`src/rtl/tx_pkg.sv`:
```
// ----------------------------------------------------------------------------
// tx_pkg
// Definitions shared by the UART transmitter and its partner receiver:
//   - tx_state_e     : frame FSM state codes (IDLE/START/DATA/STOP)
//   - cycles_per_bit : clock cycles per line bit (integer division)
//   - count_width    : width of the bit-timing counter
// Both sides derive their timing from the same functions so they agree on
// the bit period.
// ----------------------------------------------------------------------------
package tx_pkg;

    typedef enum logic [1:0] {
        ST_IDLE  = 2'd0,
        ST_START = 2'd1,
        ST_DATA  = 2'd2,
        ST_STOP  = 2'd3
    } tx_state_e;

    function automatic int cycles_per_bit(input int clock_hz, input int baud_rate);
        return clock_hz / baud_rate;
    endfunction

    function automatic int count_width(input int cycles, input int stop_bits);
        return 1 + $clog2(cycles * stop_bits);
    endfunction

endpackage

```
`src/rtl/tx_baud_timer.sv`:
```
// ----------------------------------------------------------------------------
// baud_timer
// Bit-period timer. Counts 0..CYCLES-1 and wraps; tick is high during the
// last cycle of each bit so the owner can advance on that edge.
// Ports:
//   clock   : system clock, posedge
//   reset   : synchronous, active-high
//   restart : hold the counter at 0 (used while the line is idle)
//   tick    : last cycle of the current bit period
// ----------------------------------------------------------------------------
module baud_timer #(
    parameter int CYCLES = 12,
    parameter int WIDTH  = 5
) (
    input  logic clock,
    input  logic reset,
    input  logic restart,
    output logic tick
);

    logic [WIDTH-1:0] count_r;

    // Terminal count of the bit period.
    assign tick = (count_r == WIDTH'(CYCLES - 1));

    // Cycle counter: cleared on restart and on every bit boundary.
    always_ff @(posedge clock) begin
        if (reset) begin
            count_r <= '0;
        end else if (restart || tick) begin
            count_r <= '0;
        end else begin
            count_r <= count_r + WIDTH'(1);
        end
    end

endmodule

```
`src/rtl/tx.sv`:
```
// ----------------------------------------------------------------------------
// tx
// UART transmitter, 8 data bits, no parity, 1 or 2 stop bits, LSB first.
// A single-entry holding register takes the next byte while a frame is on
// the line, so consecutive frames leave with no idle gap.
// Ports:
//   clock : system clock, posedge
//   reset : synchronous, active-high; aborts any frame and drops a held byte
//   valid : producer offers a byte on data
//   data  : byte to send, sampled on the edge where valid && ready
//   ready : holding register empty (inverted holding-full flop)
//   pin   : serial line, idle high, driven from a flop
//   busy  : high from start bit through the last stop bit
// ----------------------------------------------------------------------------
module tx
    import tx_pkg::*;
#(
    parameter int BAUD_RATE = 9600,
    parameter int CLOCK_HZ  = 12_000_000,
    parameter int STOP_BITS = 1
) (
    input  logic       clock,
    input  logic       reset,
    input  logic       valid,
    input  logic [7:0] data,
    output logic       ready,
    output logic       pin,
    output logic       busy
);

    localparam int CPB = cycles_per_bit(CLOCK_HZ, BAUD_RATE);
    localparam int CW  = count_width(CPB, STOP_BITS);

    if ((STOP_BITS != 1) && (STOP_BITS != 2)) begin : g_bad_stop_bits
        $error("tx: STOP_BITS must be 1 or 2");
    end
    if (CPB < 2) begin : g_bad_cycles
        $error("tx: CLOCK_HZ / BAUD_RATE must be at least 2");
    end

    tx_state_e  state_r, state_s;
    logic [7:0] shift_r, shift_s;
    logic [2:0] bit_idx_r, bit_idx_s;
    logic       stop_sub_r, stop_sub_s;
    logic [7:0] hold_r, hold_s;
    logic       hold_full_r, hold_full_s;
    logic       pin_r, pin_s;
    logic       busy_r, busy_s;
    logic       tick_s;
    logic       restart_s;

    // Timer is held at zero while idle so a new frame starts a fresh period.
    assign restart_s = (state_r == ST_IDLE);

    baud_timer #(
        .CYCLES (CPB),
        .WIDTH  (CW)
    ) u_baud_timer (
        .clock   (clock),
        .reset   (reset),
        .restart (restart_s),
        .tick    (tick_s)
    );

    // Next-state logic for the holding register and the frame FSM.
    always_comb begin
        state_s     = state_r;
        shift_s     = shift_r;
        bit_idx_s   = bit_idx_r;
        stop_sub_s  = stop_sub_r;
        hold_s      = hold_r;
        hold_full_s = hold_full_r;
        pin_s       = pin_r;
        busy_s      = busy_r;

        // Accept and load never coincide: accept needs the holding register
        // empty, load needs it full.
        if (valid && !hold_full_r) begin
            hold_s      = data;
            hold_full_s = 1'b1;
        end else begin
            hold_s      = hold_r;
        end

        case (state_r)
            ST_IDLE: begin
                pin_s  = 1'b1;
                busy_s = 1'b0;
                if (hold_full_r) begin
                    shift_s     = hold_r;
                    hold_full_s = 1'b0;
                    pin_s       = 1'b0;
                    busy_s      = 1'b1;
                    state_s     = ST_START;
                end else begin
                    state_s     = ST_IDLE;
                end
            end
            ST_START: begin
                if (tick_s) begin
                    pin_s     = shift_r[0];
                    bit_idx_s = 3'd0;
                    state_s   = ST_DATA;
                end else begin
                    state_s   = ST_START;
                end
            end
            ST_DATA: begin
                if (tick_s) begin
                    if (bit_idx_r == 3'd7) begin
                        pin_s      = 1'b1;
                        bit_idx_s  = 3'd0;
                        stop_sub_s = 1'b0;
                        state_s    = ST_STOP;
                    end else begin
                        // Bit 0 of the shifter is always the bit on the line.
                        shift_s   = {1'b1, shift_r[7:1]};
                        pin_s     = shift_r[1];
                        bit_idx_s = bit_idx_r + 3'd1;
                    end
                end else begin
                    state_s = ST_DATA;
                end
            end
            ST_STOP: begin
                if (tick_s) begin
                    if (stop_sub_r == 1'(STOP_BITS - 1)) begin
                        if (hold_full_r) begin
                            // Back-to-back frame: straight into the next start bit.
                            shift_s     = hold_r;
                            hold_full_s = 1'b0;
                            pin_s       = 1'b0;
                            state_s     = ST_START;
                        end else begin
                            pin_s   = 1'b1;
                            busy_s  = 1'b0;
                            state_s = ST_IDLE;
                        end
                    end else begin
                        stop_sub_s = stop_sub_r + 1'b1;
                    end
                end else begin
                    state_s = ST_STOP;
                end
            end
            default: begin
                pin_s   = 1'b1;
                busy_s  = 1'b0;
                state_s = ST_IDLE;
            end
        endcase
    end

    // State, datapath and output flops.
    always_ff @(posedge clock) begin
        if (reset) begin
            state_r     <= ST_IDLE;
            shift_r     <= 8'h00;
            bit_idx_r   <= 3'd0;
            stop_sub_r  <= 1'b0;
            hold_r      <= 8'h00;
            hold_full_r <= 1'b0;
            pin_r       <= 1'b1;
            busy_r      <= 1'b0;
        end else begin
            state_r     <= state_s;
            shift_r     <= shift_s;
            bit_idx_r   <= bit_idx_s;
            stop_sub_r  <= stop_sub_s;
            hold_r      <= hold_s;
            hold_full_r <= hold_full_s;
            pin_r       <= pin_s;
            busy_r      <= busy_s;
        end
    end

    assign ready = ~hold_full_r;
    assign pin   = pin_r;
    assign busy  = busy_r;

endmodule
```
`config.mk`:
```
export PLATFORM = sky130hd
export DESIGN_NAME = tx
export DESIGN_NICKNAME = d
export VERILOG_FILES = /design/src/rtl/tx_pkg.sv /design/src/rtl/tx_baud_timer.sv /design/src/rtl/tx.sv
export SDC_FILE = /design/constraint.sdc
export NUM_CORES = 1
export LEC_CHECK = 0
export ABC_AREA = 1
export BUFFER_PORTS_ARGS = -buffer_cell sky130_fd_sc_hd__buf_2
export CORE_MARGIN = 5
export CORE_UTILIZATION = 55
export CTS_BUF_LIST = sky130_fd_sc_hd__clkbuf_2 sky130_fd_sc_hd__clkbuf_4 sky130_fd_sc_hd__clkbuf_8
export CTS_CLUSTER_SIZE = 14
export DETAILED_ROUTE_END_ITERATION = 7
export PLACE_DENSITY = 0.72
export SYNTH_ARGS = -nofsm -noshare
export SYNTH_HDL_FRONTEND = slang
export SYNTH_SLANG_ARGS = --single-unit
```
`constraint.sdc`:
```
create_clock -name clock -period 1.7 [get_ports clock]
set_input_delay 0.17 -clock clock [delete_from_list [all_inputs] [get_ports clock]]
set_output_delay 0.17 -clock clock [all_outputs]
set_load 0.03 [all_outputs]
```
==> metrics.txt, run 1 <==
# TYPE chip_impl_metric gauge
chip_impl_metric{name="timing.critical_path.required",unit="ns"} 1.93
chip_impl_metric{name="globalRouteTotalUtil",unit="%"} 18.88
chip_impl_metric{name="antenna_violations_before_repair",unit=""} 0
chip_impl_metric{name="route.detailed.drc",unit=""} 0
chip_impl_metric{name="setup_total_negative_slack",unit="ns"} 0
chip_impl_metric{name="io_pins",unit=""} 14
chip_impl_info{name="crit_path_start_kind",value="flip-flop"} 1
chip_impl_metric{name="postSynthCellCount",unit=""} 256
chip_impl_metric{name="timing.final.hold_violations",unit=""} 0
chip_impl_metric{name="timing.final.ws_setup",unit="ns"} 0.1822
chip_impl_metric{name="setup-violations-final",unit=""} 0
chip_impl_metric{name="drtPass1Iterations",unit=""} 4
chip_impl_metric{name="netlist.area_leader.share",unit="%"} 39.13
chip_impl_metric{name="h_tree_depth_reported_by_cts",unit=""} 2
chip_impl_metric{name="antenna_cells",unit=""} 0
chip_impl_metric{name="ratio_of_cells_with_drive_above_1_in_the_final_layout",unit="%"} 19.20
chip_impl_metric{name="avgRoutedWirePerCell",unit="um"} 11.75
chip_impl_metric{name="post_synth.cell_area_avg",unit="um^2"} 7.194
chip_impl_metric{name="slew_headroom",unit="%"} 65.32
chip_impl_metric{name="grt_pass1_vias",unit=""} 1433
chip_impl_metric{name="mappedNetlistNets",unit=""} 275
chip_impl_metric{name="yosys.cell_types.count",unit=""} 29
chip_impl_metric{name="cp_data_arrival_time",unit="ns"} 1.75
chip_impl_info{name="result_of_the_run",value="finished clean"} 1
chip_impl_metric{name="ys_seq_elements",unit=""} 36
chip_impl_info{name="crit_type",value="flip-flop to flip-flop"} 1
chip_impl_metric{name="final.period_utilization",unit="%"} 89.28
chip_impl_metric{name="power_report.internal_total",unit="mW"} 1.329
chip_impl_metric{name="portion_of_total_power_attributed_to_sequential_cells",unit="%"} 51.8
chip_impl_metric{name="floorplan.die.height",unit="um"} 67.87
chip_impl_metric{name="cts.path.max_buffers",unit=""} 2
chip_impl_metric{name="period_needed",unit="ns"} 1.518
chip_impl_metric{name="cap_viol_max_count",unit=""} 0
chip_impl_metric{name="design.core.area",unit="um^2"} 3284
chip_impl_metric{name="synth.yosys.warnings",unit=""} 0
chip_impl_info{name="biggest_area_consumer_among_synthesized_cells",value="sky130_fd_sc_hd__dfxtp_1"} 1
chip_impl_metric{name="dp.final_hpwl",unit="um"} 2776
chip_impl_metric{name="seq_area_frac_synth",unit="%"} 39.13
chip_impl_metric{name="clkPwrFrac",unit="%"} 38.5
chip_impl_metric{name="grt_start_max_net_pins",unit=""} 16
chip_impl_metric{name="worst_clock_skew",unit="ns"} 0.006725
chip_impl_metric{name="drt-total-wl",unit="um"} 3782
chip_impl_metric{name="via_count",unit=""} 1626
chip_impl_metric{name="share_of_total_power_consumed_by_net_switching",unit="%"} 23.57
chip_impl_metric{name="fin_nets",unit=""} 294
chip_impl_metric{name="cts.hold.buffers_added",unit=""} 0
chip_impl_metric{name="cell_leakage_power",unit="nW"} 0.8664
chip_impl_metric{name="max_clock_freq",unit="GHz"} 0.6589
chip_impl_metric{name="ir_worst_vdd",unit="mV"} 0.5580
chip_impl_metric{name="drt-initial-drc-count",unit=""} 203
chip_impl_metric{name="num_rows",unit=""} 21
chip_impl_metric{name="pwr-share-comb",unit="%"} 9.7
chip_impl_metric{name="clkTransAtPathRegs",unit="ns"} 0.11
chip_impl_metric{name="cts_buffers",unit=""} 5
chip_impl_metric{name="io_buffer_count",unit=""} 13
chip_impl_info{name="tritoncts_clock_tree",value="done"} 1
chip_impl_metric{name="slew_viol_final",unit=""} 0
chip_impl_metric{name="gp_congestion",unit=""} 0.9001
chip_impl_metric{name="clk-insertion-delay-late",unit="ns"} 0.34
chip_impl_metric{name="synthToLayoutAreaGrowth",unit="%"} 12.64
chip_impl_info{name="setup.worst_path.end_class",value="flip-flop"} 1
chip_impl_metric{name="crit_path_max_fanout",unit=""} 5
chip_impl_info{name="grt_setup_unrepaired",value="false"} 1
chip_impl_metric{name="synth_area",unit="um^2"} 1842
chip_impl_metric{name="tritoncts_num_sinks",unit=""} 36
chip_impl_metric{name="overflow",unit=""} 0
chip_impl_metric{name="pre_cts_ws",unit="ns"} 0.08733
chip_impl_info{name="synth.area.top_cells",value="sky130_fd_sc_hd__dfxtp_1 39%, sky130_fd_sc_hd__nand2_1 12%, sky130_fd_sc_hd__nor2_1 6.7%"} 1
chip_impl_metric{name="vias_per_inst",unit=""} 5.050
chip_impl_metric{name="floorplan.initialDensity",unit="%"} 56.08
chip_impl_metric{name="power.net_switching",unit="mW"} 0.4098
chip_impl_metric{name="number_of_routed_nets_with_antenna_violations",unit=""} 0
chip_impl_info{name="worstHoldPathType",value="input pin to flip-flop"} 1
chip_impl_metric{name="dieWidth",unit="um"} 67.87
chip_impl_metric{name="total_power",unit="mW"} 1.739
chip_impl_metric{name="fill_cells",unit=""} 307
chip_impl_metric{name="post_cts_buffers",unit=""} 0
chip_impl_metric{name="max_slew.worst_pin.slew",unit="ns"} 0.5183
chip_impl_metric{name="grt_pass1_wl",unit="um"} 6520
chip_impl_metric{name="cts_repair_resize_count",unit=""} 0
chip_impl_info{name="clock_tree.root_cell",value="sky130_fd_sc_hd__clkbuf_4"} 1
chip_impl_metric{name="dieArea",unit="um^2"} 4606
chip_impl_metric{name="p_per_area",unit="nW/um^2"} 838.1
==> cells by family after synthesis <==
logic type	count (synthesis)	share of synthesized area [%]
simple gates	134	34.51
compound gates	44	13.32
flops	36	39.13
buf+inv	34	7.608
fa+ha+maj	8	5.435
==> worst paths after layout <==
path | from | end | slack [ns] | cells past startpoint
worst min-delay path | data[2] | hold_r[2] | 0.05 | 3
worst max-delay path | u_baud_timer.count_r[0] | bit_idx_r[1] | 0.18 | 7
worst max register to register | u_baud_timer.count_r[0] | bit_idx_r[1] | 0.18 | 7
worst min register to register | busy | busy | 0.47 | 2
==> through the flow <==
stage | cells | cell area, um^2 | hold slack [ns] | utilization, %
global route | 322 | 2074 | 0.02857 | 63.16
finish | 322 | 2074 | 0.04873 | 63.16
detailed placement | 314 | 1964 | 0.4035 | 59.81
floorplan | 256 | 1842 | 0.3049 | -
global placement | 314 | 1964 | 0.3993 | 59.81
CTS | 322 | 2059 | 0.03714 | 62.70
==> state kept, by name (all words and copies together) (netlist names) <==
| register | cells |
|---|---|
| u_baud_timer.count_r | 12 |
| pin | 1 |
| bit_idx_r | 3 |
| hold_full_r | 1 |
| state_r | 2 |
| hold_r | 8 |
| shift_r | 8 |
| busy | 1 |
==> power by group through the flow <==
stage	sequential (mW)	combinational (mW)	clock (mW)
after floorplan	0.920	0.114	0
after global placement	0.920	0.163	0
after detailed placement	0.919	0.164	0
after CTS	0.900	0.165	0.692
after global routing	0.905	0.191	0.744
final	0.900	0.169	0.670
==> critical path, stage by stage, from the launching register on <==
cell,delay [ns]
sky130_fd_sc_hd__dfxtp_1,0.41
sky130_fd_sc_hd__ha_1,0.23
sky130_fd_sc_hd__nand2_1,0.06
sky130_fd_sc_hd__nor2_1,0.14
sky130_fd_sc_hd__nand3_2,0.17
sky130_fd_sc_hd__o21bai_1,0.24
sky130_fd_sc_hd__nand2_1,0.10
sky130_fd_sc_hd__a21oi_2,0.05
==> cell type report <==
type	instances	area (um^2)	area share, %
clock buffers	7	65.06	3.136
well taps	46	57.56	2.774
repair buffers	17	95.09	4.584
clock inverters	1	30.03	1.448
multi-input cells	186	996.0	48.01
flip-flops and latches	36	720.7	34.74
inverters	29	110.1	5.308
==> synth_stat cells <==
cell type                  number
sky130_fd_sc_hd__nand3_1       12
sky130_fd_sc_hd__buf_2          2
sky130_fd_sc_hd__o31ai_1        1
sky130_fd_sc_hd__dfxtp_1       36
sky130_fd_sc_hd__ha_1           8
sky130_fd_sc_hd__or2_2          1
sky130_fd_sc_hd__o21ai_1        3
sky130_fd_sc_hd__inv_1         23
sky130_fd_sc_hd__nand2_4        2
sky130_fd_sc_hd__o21ai_0       12
sky130_fd_sc_hd__nor3_1         1
sky130_fd_sc_hd__nand2_2        5
sky130_fd_sc_hd__a21oi_2        2
sky130_fd_sc_hd__nor2_2         3
sky130_fd_sc_hd__nand2_1       60
sky130_fd_sc_hd__clkbuf_2       1
sky130_fd_sc_hd__buf_4          2
sky130_fd_sc_hd__nand3_4        1
sky130_fd_sc_hd__o211ai_1       1
sky130_fd_sc_hd__clkinv_2       1
sky130_fd_sc_hd__a21oi_1       20
sky130_fd_sc_hd__nor3_2         2
sky130_fd_sc_hd__inv_2          5
sky130_fd_sc_hd__o21a_1         3
sky130_fd_sc_hd__nor2_1        33
sky130_fd_sc_hd__nand3_2        4
sky130_fd_sc_hd__nand4_1        8
sky130_fd_sc_hd__o21bai_1       2
sky130_fd_sc_hd__nor3b_1        2
==> routing by layer <==
metal	global-route usage (%)	routed length (um)	up-vias
met3	5.583	205	5
met5	0	0	-
met1	26.11	1899	716
met4	6.700	54	0
li1	-	-	869
met2	27.83	1622	36
==> layout by cell type, fill, tap and decap left out <==
cell type                    n
sky130_fd_sc_hd__o21a_1      3
sky130_fd_sc_hd__inv_2       6
sky130_fd_sc_hd__o21ai_1     3
sky130_fd_sc_hd__nor3b_1     2
sky130_fd_sc_hd__bufinv_16   1
sky130_fd_sc_hd__clkinv_2    1
sky130_fd_sc_hd__clkbuf_8    2
sky130_fd_sc_hd__o31ai_1     1
sky130_fd_sc_hd__buf_4       4
sky130_fd_sc_hd__dfxtp_1    36
sky130_fd_sc_hd__nand3_1    12
sky130_fd_sc_hd__o211ai_1    1
sky130_fd_sc_hd__or2_2       1
sky130_fd_sc_hd__nand2_4     3
sky130_fd_sc_hd__a21oi_1    20
sky130_fd_sc_hd__nor3_1      1
sky130_fd_sc_hd__buf_2      13
sky130_fd_sc_hd__nand4_1     8
sky130_fd_sc_hd__nand3_4     2
sky130_fd_sc_hd__nor2_1     33
sky130_fd_sc_hd__nand2_2     4
sky130_fd_sc_hd__a21oi_2     2
sky130_fd_sc_hd__ha_2        1
sky130_fd_sc_hd__clkbuf_4    5
sky130_fd_sc_hd__ha_1        7
sky130_fd_sc_hd__o21bai_1    2
sky130_fd_sc_hd__nor3_2      2
sky130_fd_sc_hd__nand2_1    60
sky130_fd_sc_hd__inv_1      22
sky130_fd_sc_hd__o21ai_0    12
sky130_fd_sc_hd__nand3_2     3
sky130_fd_sc_hd__nor2_2      3
(Power assumes the default switching activity.)
==> run 2, diff against run 1 <==
--- a/config.mk
+++ b/config.mk
@@ -13,6 +13,7 @@
 export CTS_CLUSTER_SIZE = 14
 export DETAILED_ROUTE_END_ITERATION = 7
 export PLACE_DENSITY = 0.72
+export RECOVER_POWER = 50
 export SYNTH_ARGS = -nofsm -noshare
 export SYNTH_HDL_FRONTEND = slang
 export SYNTH_SLANG_ARGS = --single-unit
==> run 2 against run 1 <==
  * Power hardly changed
  * Sequential share of layout area is 0.23 points higher
  * Sequential cell count stayed put
  * Routed wire length is 0.26% higher
  * Final area is 0.66% lower
  * Clock power hardly changed
  * Critical endpoint is now state_r[1]
  * Largest cell class unchanged
  * Largest power group unchanged
  * Highest routed layer unchanged
==> metrics.txt, run 2 (synthesis results as in run 1) <==
# TYPE chip_impl_metric gauge
chip_impl_metric{name="crit_path_max_fanout",unit=""} 5
chip_impl_metric{name="flip_flop_count_of_the_largest_register_all_copies_and_words_added",unit=""} 12
chip_impl_metric{name="postLayoutCoreUtil",unit="%"} 62.74
chip_impl_metric{name="num_rows",unit=""} 21
chip_impl_metric{name="fill_cells",unit=""} 311
chip_impl_info{name="crit_type",value="flip-flop to flip-flop"} 1
chip_impl_metric{name="max_slew.worst_pin.slew",unit="ns"} 0.5183
chip_impl_metric{name="cell_leakage_power",unit="nW"} 0.8591
chip_impl_metric{name="avgRoutedWirePerCell",unit="um"} 11.78
chip_impl_metric{name="h_tree_depth_reported_by_cts",unit=""} 2
chip_impl_metric{name="io_buffer_count",unit=""} 13
chip_impl_info{name="clock_tree.root_cell",value="sky130_fd_sc_hd__clkbuf_4"} 1
chip_impl_info{name="largest-register",value="u_baud_timer.count_r"} 1
chip_impl_metric{name="drt-total-wl",unit="um"} 3792
chip_impl_metric{name="antenna_violations_before_repair",unit=""} 0
chip_impl_metric{name="overflow",unit=""} 0
chip_impl_metric{name="clkTransAtPathRegs",unit="ns"} 0.11
chip_impl_metric{name="p_per_area",unit="nW/um^2"} 843.1
chip_impl_metric{name="grt_start_max_net_pins",unit=""} 16
chip_impl_metric{name="max_clock_freq",unit="GHz"} 0.6540
chip_impl_metric{name="grt_pass1_vias",unit=""} 1433
chip_impl_metric{name="cap_viol_max_count",unit=""} 0
chip_impl_info{name="critPathSlowestCell",value="sky130_fd_sc_hd__dfxtp_1"} 1
chip_impl_metric{name="gp_congestion",unit=""} 0.9001
chip_impl_metric{name="cp_data_arrival_time",unit="ns"} 1.77
chip_impl_metric{name="clk-insertion-delay-late",unit="ns"} 0.34
chip_impl_metric{name="dieArea",unit="um^2"} 4606
chip_impl_metric{name="dieWidth",unit="um"} 67.87
chip_impl_info{name="tritoncts_clock_tree",value="done"} 1
chip_impl_metric{name="worst-path-buf-inv",unit=""} 1
chip_impl_metric{name="io_pins",unit=""} 14
chip_impl_metric{name="route.detailed.drc",unit=""} 0
chip_impl_metric{name="ratio_of_cells_with_drive_above_1_in_the_final_layout",unit="%"} 17.03
chip_impl_metric{name="synthToLayoutAreaGrowth",unit="%"} 11.89
chip_impl_metric{name="timing.final.hold_violations",unit=""} 0
chip_impl_info{name="result_of_the_run",value="finished clean"} 1
chip_impl_info{name="biggestRegsByFlops",value="u_baud_timer.count_r (12), hold_r (8), shift_r (8)"} 1
chip_impl_metric{name="grt_pass1_wl",unit="um"} 6520
chip_impl_metric{name="drt-initial-drc-count",unit=""} 183
chip_impl_metric{name="drtPass1Iterations",unit=""} 4
chip_impl_metric{name="instances_no_fill",unit=""} 322
chip_impl_metric{name="slew_viol_final",unit=""} 0
chip_impl_info{name="final_cell_mix",value="60 x sky130_fd_sc_hd__nand2_1, 36 x sky130_fd_sc_hd__dfxtp_1, 35 x sky130_fd_sc_hd__nor2_1"} 1
chip_impl_metric{name="globalRouteTotalUtil",unit="%"} 18.88
chip_impl_info{name="layout_commonest_cell",value="sky130_fd_sc_hd__nand2_1"} 1
chip_impl_metric{name="vias_per_inst",unit=""} 5.068
chip_impl_info{name="worstHoldPathType",value="input pin to flip-flop"} 1
chip_impl_metric{name="fin_nets",unit=""} 294
chip_impl_metric{name="design.core.area",unit="um^2"} 3284
chip_impl_metric{name="dp.final_hpwl",unit="um"} 2776
chip_impl_metric{name="floorplan.initialDensity",unit="%"} 56.08
chip_impl_info{name="crit_family",value="simple AND/OR/NAND/NOR gates"} 1
chip_impl_metric{name="timing.final.ws_setup",unit="ns"} 0.1709
chip_impl_metric{name="max_stage_delay_on_crit_path",unit="ns"} 0.41
chip_impl_metric{name="numPlacedInstances",unit=""} 314
chip_impl_metric{name="setup-violations-final",unit=""} 0
chip_impl_metric{name="post_cts_buffers",unit=""} 0
chip_impl_info{name="grt_setup_unrepaired",value="false"} 1
chip_impl_metric{name="worst_clock_skew",unit="ns"} 0.006445
chip_impl_info{name="cp_common_cell",value="sky130_fd_sc_hd__nor2_1"} 1
chip_impl_metric{name="pre_cts_ws",unit="ns"} 0.08733
chip_impl_metric{name="cts_buffers",unit=""} 5
chip_impl_metric{name="tritoncts_num_sinks",unit=""} 36
chip_impl_info{name="timing.critical_path.cells",value="ha_1 > nand3_1 > nor2_1 > nand3_2 > inv_2 > nand2_4 > o21ai_1 > nor2_1"} 1
chip_impl_metric{name="cts.path.max_buffers",unit=""} 2
chip_impl_metric{name="setup_total_negative_slack",unit="ns"} 0
chip_impl_info{name="crit_path_start_kind",value="flip-flop"} 1
chip_impl_metric{name="floorplan.die.height",unit="um"} 67.87
chip_impl_info{name="setup.worst_path.end_class",value="flip-flop"} 1
chip_impl_metric{name="ir_worst_vdd",unit="mV"} 0.5580
chip_impl_metric{name="antenna_cells",unit=""} 0
chip_impl_metric{name="timing.critical_path.required",unit="ns"} 1.94
chip_impl_metric{name="slew_headroom",unit="%"} 65.32
chip_impl_metric{name="period_needed",unit="ns"} 1.529
chip_impl_metric{name="via_count",unit=""} 1632
chip_impl_metric{name="number_of_routed_nets_with_antenna_violations",unit=""} 0
chip_impl_metric{name="final.period_utilization",unit="%"} 89.95
==> run 2: final timing paths <==
check	start	to	slack, ns	depth (start not counted)
setup / recovery	u_baud_timer.count_r[0]	state_r[1]	0.17	8
hold / removal	data[2]	hold_r[2]	0.05	3
hold reg to reg	busy	busy	0.47	2
setup reg to reg	u_baud_timer.count_r[0]	state_r[1]	0.17	8
==> run 2: area by class of cell <==
| cell class | instances | area [um^2] | area share (%) |
|---|---|---|---|
| multi-input combinational | 186 | 985.9 | 47.84 |
| sequential | 36 | 720.7 | 34.97 |
| tap | 46 | 57.56 | 2.793 |
| inverter | 29 | 110.1 | 5.343 |
| timing repair buffer | 17 | 91.34 | 4.432 |
| clock inverter | 1 | 30.03 | 1.457 |
| clock buffer | 7 | 65.06 | 3.157 |
==> run 2: layer usage <==
metal / wire length, um / track usage (%) / vias to the layer above
li1: - / - / 871
met1: 1908 / 26.11 / 720
met2: 1622 / 27.83 / 36
met3: 206 / 5.583 / 5
met4: 54 / 6.700 / 0
met5: 0 / 0 / -
==> run 2: worst min-delay path, stage by stage <==
cell,delay [ns]
sky130_fd_sc_hd__buf_2,0.07
sky130_fd_sc_hd__nor2_1,0.03
sky130_fd_sc_hd__nor2_1,0.08
==> run 2: power breakdown <==
part           internal [mW]  switching (mW)  total [mW]
Clock                  0.390           0.280       0.670
Combinational         0.0586           0.108       0.167
Sequential             0.878          0.0221       0.900
Total                   1.33           0.410        1.74
==> run 2: metrics by stage <==
stage          cell area, um^2  hold WS, ns  total power, mW
4_1_cts                   2059      0.03714            1.758
3_5_place_dp              1964       0.4035            1.083
5_1_grt                   2061      0.02857            1.838
2_1_floorplan             1842       0.3049            1.034
6_report                  2061      0.04842            1.737
3_3_place_gp              1964       0.3993            1.083
==> run 2: timing repair <==
action,in CTS,in global routing
gates resized for setup,0,4
endpoints found under the setup margin,0,9
hold buffers,0,0
